`config.mk`:
```
export PLATFORM = sky130hd
export DESIGN_NAME = pkt_gen_stream
export DESIGN_NICKNAME = d
export VERILOG_FILES = /design/src/rtl/pkt_gen_pkg.sv /design/src/rtl/pkt_out_reg.sv /design/src/rtl/pkt_gen_stream.sv
export SDC_FILE = /design/constraint.sdc
export NUM_CORES = 1
export LEC_CHECK = 0
export CORE_MARGIN = 10
export CORE_UTILIZATION = 48
export CTS_CLUSTER_DIAMETER = 100
export CTS_CLUSTER_SIZE = 24
export DETAILED_ROUTE_END_ITERATION = 6
export PLACE_DENSITY = 0.83
export SETUP_SLACK_MARGIN = 0.3
export SLEW_MARGIN = 5
export SYNTH_ARGS = -nofsm -noshare
export SYNTH_HDL_FRONTEND = slang
export SYNTH_HIERARCHICAL = 1
export SYNTH_SLANG_ARGS = --single-unit
```
`constraint.sdc`:
```
create_clock -name clk -period 2.47 [get_ports clk]
set_input_delay 0.6175 -clock clk [delete_from_list [all_inputs] [get_ports clk]]
set_output_delay 0.6175 -clock clk [all_outputs]
set_load 0.01 [all_outputs]
```
`src/rtl/pkt_gen_pkg.sv`:
```
`default_nettype none
// +----------------------------------------------------------------------+
// | Module      : pkt_gen_pkg                                            |
// | Description : Shared state encoding and default widths for the      |
// |               packet generator stream block.                         |
// | Revision    : 1.0                                                    |
// +----------------------------------------------------------------------+
package pkt_gen_pkg;

    localparam int c_def_addr_w = 2;
    localparam int c_def_type_w = 2;
    localparam int c_def_data_w = 8;
    localparam int c_def_len_w  = 4;
    localparam int c_def_cnt_w  = 16;

    typedef enum logic [1:0] {
        ST_IDLE  = 2'd0,
        ST_SEND  = 2'd1,
        ST_DRAIN = 2'd2
    } state_t;

endpackage
`default_nettype wire

```
`src/rtl/pkt_out_reg.sv`:
```
`default_nettype none
// +----------------------------------------------------------------------+
// | Module      : pkt_out_reg                                            |
// | Description : Single valid/ready holding register stage.             |
// | Revision    : 1.0                                                    |
// +----------------------------------------------------------------------+
module pkt_out_reg #(
    parameter int WIDTH = 8
) (
    input  logic             clk,
    input  logic             rst,
    input  logic             i_load,
    input  logic [WIDTH-1:0] i_data,
    output logic             o_free,
    output logic             o_valid,
    output logic [WIDTH-1:0] o_data,
    input  logic             i_ready
);

    logic             r_valid;
    logic [WIDTH-1:0] r_data;
    logic             w_free;

    assign w_free  = !r_valid || i_ready;
    assign o_free  = w_free;
    assign o_valid = r_valid;
    assign o_data  = r_data;

    // Data is only rewritten on a load, so it holds steady while stalled.
    always_ff @(posedge clk) begin
        if (rst) begin
            r_valid <= 1'b0;
            r_data  <= '0;
        end else if (i_load && w_free) begin
            r_valid <= 1'b1;
            r_data  <= i_data;
        end else if (i_ready) begin
            r_valid <= 1'b0;
        end
    end

endmodule
`default_nettype wire

```
`src/rtl/pkt_gen_stream.sv`:
```
`default_nettype none
// +----------------------------------------------------------------------+
// | Module      : pkt_gen_stream                                         |
// | Description : Builds {eop, payload, type, dest} words from a latched |
// |               descriptor and a payload beat stream.                  |
// | Revision    : 1.0                                                    |
// +----------------------------------------------------------------------+
module pkt_gen_stream
    import pkt_gen_pkg::*;
#(
    parameter int ADDR_W = c_def_addr_w,
    parameter int TYPE_W = c_def_type_w,
    parameter int DATA_W = c_def_data_w,
    parameter int LEN_W  = c_def_len_w,
    parameter int CNT_W  = c_def_cnt_w
) (
    input  logic                             clk,
    input  logic                             rst,
    input  logic                             start,
    output logic                             start_ready,
    input  logic [ADDR_W-1:0]                dest_address,
    input  logic [TYPE_W-1:0]                packet_type,
    input  logic [LEN_W-1:0]                 len,
    input  logic                             pl_valid,
    output logic                             pl_ready,
    input  logic [DATA_W-1:0]                payload,
    output logic                             src_valid,
    input  logic                             dest_ready,
    output logic [1+DATA_W+TYPE_W+ADDR_W-1:0] packet,
    output logic                             complete,
    output logic [CNT_W-1:0]                 pkt_count
);

    localparam int c_pkt_w = 1 + DATA_W + TYPE_W + ADDR_W;

    state_t              r_state;
    state_t              w_state_next;
    logic [ADDR_W-1:0]   r_dest;
    logic [TYPE_W-1:0]   r_type;
    logic [LEN_W-1:0]    r_len;
    logic [LEN_W-1:0]    r_beat;
    logic                r_complete;
    logic [CNT_W-1:0]    r_count;
    logic                w_free;
    logic                w_load;
    logic                w_eop;
    logic                w_drain_done;
    logic [c_pkt_w-1:0]  w_word;

    assign w_load       = pl_valid && pl_ready;
    assign w_eop        = (r_beat == r_len);
    assign w_word       = {w_eop, payload, r_type, r_dest};
    assign w_drain_done = (r_state == ST_DRAIN) && src_valid && dest_ready;
    assign complete     = r_complete;
    assign pkt_count    = r_count;

    always_comb begin
        w_state_next = r_state;
        start_ready  = 1'b0;
        pl_ready     = 1'b0;
        case (r_state)
            ST_IDLE: begin
                start_ready = 1'b1;
                if (start) w_state_next = ST_SEND;
            end
            ST_SEND: begin
                pl_ready = w_free;
                if (pl_valid && w_free && w_eop) w_state_next = ST_DRAIN;
            end
            ST_DRAIN: begin
                if (src_valid && dest_ready) w_state_next = ST_IDLE;
            end
            default: w_state_next = ST_IDLE;
        endcase
    end

    always_ff @(posedge clk) begin
        if (rst) begin
            r_state    <= ST_IDLE;
            r_dest     <= '0;
            r_type     <= '0;
            r_len      <= '0;
            r_beat     <= '0;
            r_complete <= 1'b0;
            r_count    <= '0;
        end else begin
            r_state    <= w_state_next;
            r_complete <= w_drain_done;
            if (start && start_ready) begin
                r_dest <= dest_address;
                r_type <= packet_type;
                r_len  <= len;
                r_beat <= '0;
            end else if (w_load) begin
                r_beat <= r_beat + 1'b1;
            end
            // Count saturates rather than wrapping.
            if (w_drain_done && (r_count != {CNT_W{1'b1}})) begin
                r_count <= r_count + 1'b1;
            end
        end
    end

    pkt_out_reg #(
        .WIDTH (c_pkt_w)
    ) u_out_reg (
        .clk     (clk),
        .rst     (rst),
        .i_load  (w_load),
        .i_data  (w_word),
        .o_free  (w_free),
        .o_valid (src_valid),
        .o_data  (packet),
        .i_ready (dest_ready)
    );

endmodule
`default_nettype wire
```
==> metrics.txt <==
via count=1,909; die width=85.90 um; Synth area leaders=dfxtp_1 (43%), a21oi_1 (5.8%), nand2_1 (4.3%); Num CTS Buffers=5; initial drt markers=117; htree depth=2; Detailed Routing Iterations Pass 1=4; VDD IR-drop max=0.3282 mV; crit end category=register; wl on met1=2.323 mm; share of layout cells above drive strength 1=0.1581; final period utilization=0.8392; Tmin final=2.073 ns; Synth top area share=0.4322; warnings from Yosys=6; routed vias/inst=5.598; WL met2=2.375 mm; Mapped Area=0.002084 sq mm; I/O Pins=54; PwrDens=539.5 mW/mm^2; final hold viol count=0; EDFF count, synth=0; unrepaired setup endpoints after global routing=false; Detailed Route WL=5.192 mm; Clk pin slew, worst setup/hold paths=0.08 ns; Slew Limit Fails=0; Port Buffers=53; fill count=358; vias in the first global route=1,814; die height=85.90 um; final setup TNS=0 ns; DRC errors left=0; Max transition margin=0.5825; pre-CTS setup slack=-0.2202 ns; Synthesized Nets=257; core area=0.004115 sq mm; initial antenna violation count=0; CP Class=primary input to register; Synth Register Bits=45; Clock Latency Late Sink=0.30 ns; global route total overflow=0; Power Total=1519 uW; Static Leak=0.001014 uW; synthesized area per cell=8.908 sq um; Final setup violation count=0; Syn Inst Count=234; Async S/R FF share, synth=0; GPL Wtd Cong=0.7852; Initial Util=0.5065; die area=0.007379 sq mm; largest net degree at the start of global routing=30; Achievable Freq=0.4824 GHz; Worst R2R Setup Slack=0.45 ns; Antenna diodes=0; sequential element share of the synthesized area=0.4322; Synth cell types=49; # clock sinks=45; Clock Tree Buf Depth=2; most frequent cells after synthesis=dfxtp_1 (45), a21oi_1 (24), nand2_1 (24), nand3_1 (17), nor2_1 (11); post-route antenna net violation count=0; clock skew=0.005548 ns; worst hold path class=register to register; Max Cap Viol=0; Arrival @ worst endpoint=2.27 ns; ys flop type=dfxtp_1; Hold Worst Slack=0.4613 ns; Area growth, synth to finish=35.05%; met3 WL=443 um; Slew @ Worst Pin=0.6205 ns; worst setup margin=0.3972 ns; first-pass GRT wire length=8.507 mm; GR Util All Layers=0.1391; Clk Tree Root Cell=clkbuf_8; Worst Hold Launch=r_dest[0]$_SDFFE_PP0P_; most frequent cell after synthesis=dfxtp_1; Final nets=313; Critical Path Fanout Max=4; status=completed; Highest Signal Layer=met4; worst reg2reg path startpoint=u_out_reg/o_valid$_SDFFE_PP0P_; dpl hpwl=3.673 mm; CP Data Required Time=2.67 ns; leading area contributor after synthesis=dfxtp_1; DR WL/cell=15.23 um; CP Launch Point=dest_ready; Worst Setup Start Kind=primary input; CTS tree=yes; num rows=23
layer usage:
layer	vias up	global-route usage
met3	6	0.05676
met4	0	0.05689
met1	900	0.1644
met5	-	0
met2	51	0.2177
li1	952	-
repair_timing:
item / CTS / global route
setup buffers: 0 / 1
hold buffers: 0 / 0
cloned: 0 / 0
endpoints found under the setup margin: 7 / 2
pin swaps: 1 / 1
resized for setup: 6 / 2
final timing paths:
check | to | depth (start not counted)
worst max-delay path | pkt_count[14]$_SDFFE_PP0P_ | 5
worst max register to register | pkt_count[14]$_SDFFE_PP0P_ | 4
worst min-delay path | r_dest[0]$_SDFFE_PP0P_ | 2
worst min register to register | r_dest[0]$_SDFFE_PP0P_ | 2
report_power, final:
part / switching (uW) / internal, uW
Clock: 254 / 329
Combinational: 84.8 / 88.5
Sequential: 15.1 / 747
per-stage QoR:
stage,utilization,cells,cell area (sq um)
3_3_place_gp,0.6494,332,2673
6_report,0.6841,341,2815
2_1_floorplan,-,234,2085
3_5_place_dp,0.6494,332,2673
4_1_cts,0.6808,340,2801
5_1_grt,0.6841,341,2815
worst max-delay path, cell delays in order:
cell and delay (ns):
clkdlybuf4s15_1 0.20, nand4b_1 0.21, or4_4 0.58, or4b_1 0.52
o211a_1 0.14
layout make-up:
type / instances / area, sq um / area share
Clock buffer: 6 / 82.58 / 0.02933
Tap cell: 50 / 62.56 / 0.02222
Clock inverter: 2 / 37.54 / 0.01333
Timing Repair Buffer: 65 / 616.8 / 0.2191
Multi-Input combinational cell: 168 / 1096 / 0.3893
Inverter: 5 / 18.77 / 0.006667
Sequential cell: 45 / 900.9 / 0.3200
placed cells by master (no fill, tap or decap), drive strengths merged, types with 5 or more instances in the layout:
cell and instances:
clkdlybuf4s50 50, dfxtp 45, a21oi 29, nand2 24
nand3 17, buf 13, a21bo 13, nor2 11
nor3 9, xor2 6, clkbuf 6, nor4 5
inv 5, nand4 5
cells by family (layout without fill, tap and decap cells):
family | count (synthesis) | in the layout | synth area share
AOI/OAI and AO/OA | 58 | 58 | 0.1999
xor gates and xnor gates | 7 | 7 | 0.02941
DFF | 45 | 45 | 0.4322
and+or+nand+nor | 94 | 94 | 0.2419
buffers and inverters | 21 | 78 | 0.04862
adders and majority gates | 2 | 2 | 0.01200
muxes | 7 | 7 | 0.03601
sequential cells by signal, summed over array words and instances, names as in the netlist:
| register | count |
|---|---|
| r_type | 2 |
| u_out_reg/o_valid | 1 |
| pkt_count | 16 |
| r_len | 4 |
| complete | 1 |
| r_beat | 4 |
| r_dest | 2 |
| u_out_reg/o_data | 13 |
| r_state | 2 |
Power figures use the tool's default switching activity.
